==> config.mk <==
export PLATFORM = sky130hd
export DESIGN_NAME = gpf_prog_loader
export DESIGN_NICKNAME = d
export VERILOG_FILES = /design/src/rtl/gpf_prog_loader.sv
export SDC_FILE = /design/constraint.sdc
export NUM_CORES = 1
export LEC_CHECK = 0
export ABC_AREA = 1
export BUFFER_PORTS_ARGS = -buffer_cell sky130_fd_sc_hd__clkbuf_2
export CORE_MARGIN = 5
export CORE_UTILIZATION = 30
export CTS_CLUSTER_DIAMETER = 120
export CTS_CLUSTER_SIZE = 24
export DETAILED_ROUTE_END_ITERATION = 8
export PLACE_DENSITY = 0.48
export SLEW_MARGIN = 20
export SYNTH_ARGS = -nofsm -noshare
export SYNTH_HDL_FRONTEND = slang
export SYNTH_SLANG_ARGS = --single-unit
==> constraint.sdc <==
create_clock -name Clk -period 1.72 [get_ports Clk]
set_clock_uncertainty 0.15 [all_clocks]
set_input_delay 0.344 -clock Clk [delete_from_list [all_inputs] [get_ports Clk]]
set_output_delay 0.344 -clock Clk [all_outputs]
set_load 0.1 [all_outputs]
==> src/rtl/gpf_prog_loader.sv <==
// Serial program loader: oversamples a 3-wire link on Clk and writes framed
// instruction words into the FSM instruction store with auto-incrementing address.
module gpf_prog_loader #(
  parameter int IW = 24,
  parameter int AW = 4,
  parameter int HW = 8
) (
  input  logic          Clk,
  input  logic          nRst,
  input  logic          SPIck_ai,
  input  logic          SPIdat_ai,
  input  logic          SPIcs_n_ai,
  output logic          WrEn_o,
  output logic [AW-1:0] WrAddr_o,
  output logic [IW-1:0] WrData_o,
  output logic          Busy_o,
  output logic          Done_o,
  output logic          Err_o
);

  localparam int SW = (IW > HW) ? IW : HW;
  localparam int CW = $clog2(SW + 1);
  localparam logic [CW-1:0] HDR_BITS  = CW'(HW);
  localparam logic [CW-1:0] WORD_BITS = CW'(IW);

  typedef enum logic [1:0] {IDLE, HDR, DATA, IGNORE} state_t;

  state_t        state, state_nxt;
  logic          ck_p0, ck_p1, ck_p2;
  logic          dat_p0, dat_p1;
  logic          cs_p0, cs_p1, cs_p2;
  logic          ck_rise, cs_fall;

  logic [SW-1:0] shreg, shreg_nxt;
  logic [CW-1:0] bit_cnt, bit_cnt_nxt;
  logic [AW-1:0] addr, addr_nxt;
  logic          wrote, wrote_nxt;
  logic          err_nxt, done_nxt, wr_en_nxt;
  logic [AW-1:0] wr_addr_nxt;
  logic [IW-1:0] wr_data_nxt;

  // Stage p0/p1: two-flop synchronizers; p2 holds previous value for edge detection
  always_ff @(posedge Clk or negedge nRst) begin
    if (!nRst) begin
      ck_p0  <= 1'b0;
      ck_p1  <= 1'b0;
      ck_p2  <= 1'b0;
      dat_p0 <= 1'b0;
      dat_p1 <= 1'b0;
      cs_p0  <= 1'b1;
      cs_p1  <= 1'b1;
      cs_p2  <= 1'b1;
    end else begin
      ck_p0  <= SPIck_ai;
      ck_p1  <= ck_p0;
      ck_p2  <= ck_p1;
      dat_p0 <= SPIdat_ai;
      dat_p1 <= dat_p0;
      cs_p0  <= SPIcs_n_ai;
      cs_p1  <= cs_p0;
      cs_p2  <= cs_p1;
    end
  end

  assign ck_rise = ck_p1 & ~ck_p2;
  assign cs_fall = ~cs_p1 & cs_p2;
  assign Busy_o  = ~cs_p1;

  always_comb begin
    state_nxt   = state;
    shreg_nxt   = shreg;
    bit_cnt_nxt = bit_cnt;
    addr_nxt    = addr;
    wrote_nxt   = wrote;
    err_nxt     = Err_o;
    done_nxt    = 1'b0;
    wr_en_nxt   = 1'b0;
    wr_addr_nxt = WrAddr_o;
    wr_data_nxt = WrData_o;

    if (cs_p1) begin
      // Frame closed: any SCK edge seen this cycle is dropped.
      state_nxt = IDLE;
      if (state == DATA) begin
        if (bit_cnt != '0) err_nxt = 1'b1;
        else if (wrote)    done_nxt = 1'b1;
      end else if (state == HDR && bit_cnt != '0) begin
        err_nxt = 1'b1;
      end
    end else begin
      unique case (state)
        IDLE: begin
          if (cs_fall) begin
            state_nxt   = HDR;
            err_nxt     = 1'b0;
            bit_cnt_nxt = '0;
            wrote_nxt   = 1'b0;
          end
        end
        HDR: begin
          if (bit_cnt == HDR_BITS) begin
            bit_cnt_nxt = '0;
            if (shreg[HW-1]) begin
              addr_nxt  = shreg[AW-1:0];
              state_nxt = DATA;
            end else begin
              err_nxt   = 1'b1;
              state_nxt = IGNORE;
            end
          end else if (ck_rise) begin
            shreg_nxt   = {shreg[SW-2:0], dat_p1};
            bit_cnt_nxt = bit_cnt + CW'(1);
          end
        end
        DATA: begin
          // A full word is committed one cycle after its last bit lands.
          if (bit_cnt == WORD_BITS) begin
            wr_en_nxt   = 1'b1;
            wr_addr_nxt = addr;
            wr_data_nxt = shreg[IW-1:0];
            addr_nxt    = addr + AW'(1);
            bit_cnt_nxt = '0;
            wrote_nxt   = 1'b1;
          end else if (ck_rise) begin
            shreg_nxt   = {shreg[SW-2:0], dat_p1};
            bit_cnt_nxt = bit_cnt + CW'(1);
          end
        end
        IGNORE: begin
          state_nxt = IGNORE;
        end
        default: state_nxt = IDLE;
      endcase
    end
  end

  // Stage p3: FSM state, datapath and registered outputs
  always_ff @(posedge Clk or negedge nRst) begin
    if (!nRst) begin
      state    <= IDLE;
      shreg    <= '0;
      bit_cnt  <= '0;
      addr     <= '0;
      wrote    <= 1'b0;
      Err_o    <= 1'b0;
      Done_o   <= 1'b0;
      WrEn_o   <= 1'b0;
      WrAddr_o <= '0;
      WrData_o <= '0;
    end else begin
      state    <= state_nxt;
      shreg    <= shreg_nxt;
      bit_cnt  <= bit_cnt_nxt;
      addr     <= addr_nxt;
      wrote    <= wrote_nxt;
      Err_o    <= err_nxt;
      Done_o   <= done_nxt;
      WrEn_o   <= wr_en_nxt;
      WrAddr_o <= wr_addr_nxt;
      WrData_o <= wr_data_nxt;
    end
  end

endmodule
==> results.yml <==
worst_setup_path:
  slowest_delay_ns: 0.41
  critPathRequiredTime_ns: 1.84
  crit_family: "simple AND/OR/NAND/NOR gates"
  cp-end-kind: "flip-flop"
  cp_num_buf_inv: 2
  critPathLaunchType: "flip-flop"
  cp.depth: 9
  path_class: "reg -> reg"
  worstPathMaxFanout: 7
  arrival_ns: 1.86
  slowest_stage: "dfrtp_1"
  cpMostUsedCell: "nand3_4"
  r2r_cells: 9
  worstPathCellList: "inv_2 > ha_4 > nand2_4 > nor2_4 > nand3_4 > nand3_4 > clkbuf_16 > nand2_2 > o21ai_1"
sta:
  setup_viol: 11
  tightest_slew_ns: 0.5433
  grt_setup_unrepaired: "true"
  hold_viol: 0
  slew_headroom_pct: 63.93
  whs_ns: 0.2032
  clock.fmax_ghz: 0.5759
  fin_ws_ns: -0.01640
  slew_viol_final: 0
  fin_crit_ns: 1.736
  fin_crit_sh_pct: 101.0
synthesis:
  ys.flop_type: "dfrtp_1"
  yosys-top-cells-area: "dfrtp_1, nand2_1, inv_1, o21ai_0, o21ai_2"
  synth_warnings: 0
  synth_cells: 370
  synth_async_sr_flop_share_pct: 100.0
  synth-seq-cells: 75
  synth_fp_nets: 382
  synth_cell_types: 27
  syn-cell-area_um2: 3301
  synth_top_area_share_pct: 54.59
  yosys.area.top_type: "dfrtp_1"
  synth-edff-count: 0
  avgSynthCellArea_um2: 8.921
  ys_seq_area_share_pct: 56.97
placement:
  port-buffer-count: 36
  gp_congestion: 0.7966
  hpwl_um: 4643
  placed_area_um2: 3760
min_path:
  min_path_cells: 0
  hp-class: "reg -> reg"
clock_network:
  cts_sinks: 75
  cts_tree: "yes"
  htree_levels: 3
  cts_buffers: 9
  cts_root_buf: "clkbuf_8"
  cts_buffer_depth: 2
  clkLatencyLatePin_ns: 0.35
  clk_pin_slew_ns: 0.08
grt:
  grt_pass1_wl_um: 11450
  grt_overflow: 0
  grt_max_degree: 49
  grt_usage_pct: 10.95
  grt_pass1_vias: 2404
  antenna_found_initial: 0
detailed_routing:
  ant_nets: 0
  drt_pass1_iterations: 4
  drc_errors: 0
  wl_per_cell_um: 12.59
  vias: 2534
  drt_wl_total_um: 7277
  drtIter0Drc: 98
  viasPerCell: 4.384
cells_and_area:
  drive_gt1_share_pct: 33.79
  final_cell_area_um2: 4365
  nFillCells: 1077
  layout_common_cells: "nand2_1, dfrtp_1, inv_1, buf_4, nand2_2"
  layout_commonest_cell: "nand2_1"
  nets: 445
  antennaDiodeCount: 0
  area_growth_pct: 32.26
floorplan:
  row_count: 38
  io_pins: 37
  fp.coreArea_um2: 10790
  die_area_um2: 13200
  start_util_pct: 30.58
  die_w_um: 114.9
  die_h_um: 114.9
run_status:
  status: "finished, violations left"
  violations: "negative setup slack"
pwr:
  peakVddDrop_uv: 734.9
  power.leakage_nw: 2.158
  power-per-cell-area_nw_per_um2: 1118
run:
  drv_cap: 0
-- area by class of cell --
class                           instances  area [um2]  share of cell area [%]
Inverter                               47       195.2                   4.471
Clock inverter                          7       70.07                   1.605
Sequential cell                        75        1881                   43.08
Clock buffer                            9       123.9                   2.837
Tap cell                              140       175.2                   4.013
Multi-Input combinational cell        237        1329                   30.44
Timing Repair Buffer                   63       591.8                   13.56
-- cell families (layout without fill, tap and decap cells) --
kind of cell	Yosys count	after routing	synth area share, %
compound gates	46	46	8.378
xor+xnor	1	1	0.2654
fa+ha+maj	7	7	2.653
buf+inv	58	126	8.453
flops	75	75	56.98
simple gates	183	183	23.28
-- through the flow --
step / setup slack (ns) / std cells / power (mW) / setup TNS (ns) / utilization, %
after floorplan: 0.01207 / 370 / 2.880 / 0 / -
after global placement: -0.06097 / 549 / 3.238 / -0.2405 / 34.84
after detailed placement: -0.08062 / 549 / 3.252 / -1.219 / 34.84
after CTS: 0.005581 / 571 / 4.629 / 0 / 37.28
after global routing: -0.09824 / 578 / 5.226 / -2.711 / 40.45
final: -0.01640 / 578 / 4.881 / -0.09329 / 40.45
-- power breakdown --
part	internal (mW)	total (mW)	switching, mW
Combinational	0.612	1.53	0.919
Clock	0.561	1.31	0.752
Sequential	1.91	2.04	0.130
Total	3.08	4.88	1.80
-- worst paths after layout --
check	startpoint	to	slack [ns]
max	bit_cnt[1]$_DFFE_PN0P_	shreg[17]$_DFFE_PN0P_	-0.02
min reg2reg	dat_p0$_DFF_PN0_	dat_p1$_DFF_PN0_	0.20
min in group asynchronous	nRst	bit_cnt[4]$_DFFE_PN0P_	0.29
min	dat_p0$_DFF_PN0_	dat_p1$_DFF_PN0_	0.20
max reg2reg	bit_cnt[1]$_DFFE_PN0P_	shreg[17]$_DFFE_PN0P_	-0.02
max in group asynchronous	nRst	WrData_o[6]$_DFFE_PN0P_	0.65
-- metal layers --
layer  part of all wire (%)  routed length (um)  vias up  global-route usage [%]
li1                       -                   -     1287                       -
met1                     47                3447     1192                   14.26
met2                     47                3391       42                   16.90
met3                    4.0                 289       13                   3.316
met4                    2.0                 148        0                   4.773
met5                      0                   0        -                       0
-- synthesized netlist by cell type (4+ instances only) --
library cell and instances:
inv_1 44, o21ai_0 24, nand2_2 7, nand3_1 14
nor2_1 13, buf_2 4, o21ai_2 11, o21ai_1 5
ha_1 7, nand2_1 137, nand4_1 6, dfrtp_1 72
a21oi_1 4
-- state kept, by name, summed over array words and instances (netlist names) --
name,count
WrData_o,24
shreg,24
bit_cnt,5
WrAddr_o,4
addr,4
state,2
Done_o,1
Err_o,1
WrEn_o,1
ck_p0,1
ck_p1,1
ck_p2,1
cs_p0,1
cs_p1,1
cs_p2,1
dat_p0,1
dat_p1,1
wrote,1
-- repair_timing --
action	4_1_cts	5_1_grt
gates resized for setup	5	81
pin swaps	0	8
setup endpoints to repair	42	69
hold endpoints to repair	21	0
hold buffers	4	0
setup buffers	2	1
cloned	0	6
Power figures use the tool's default switching activity.
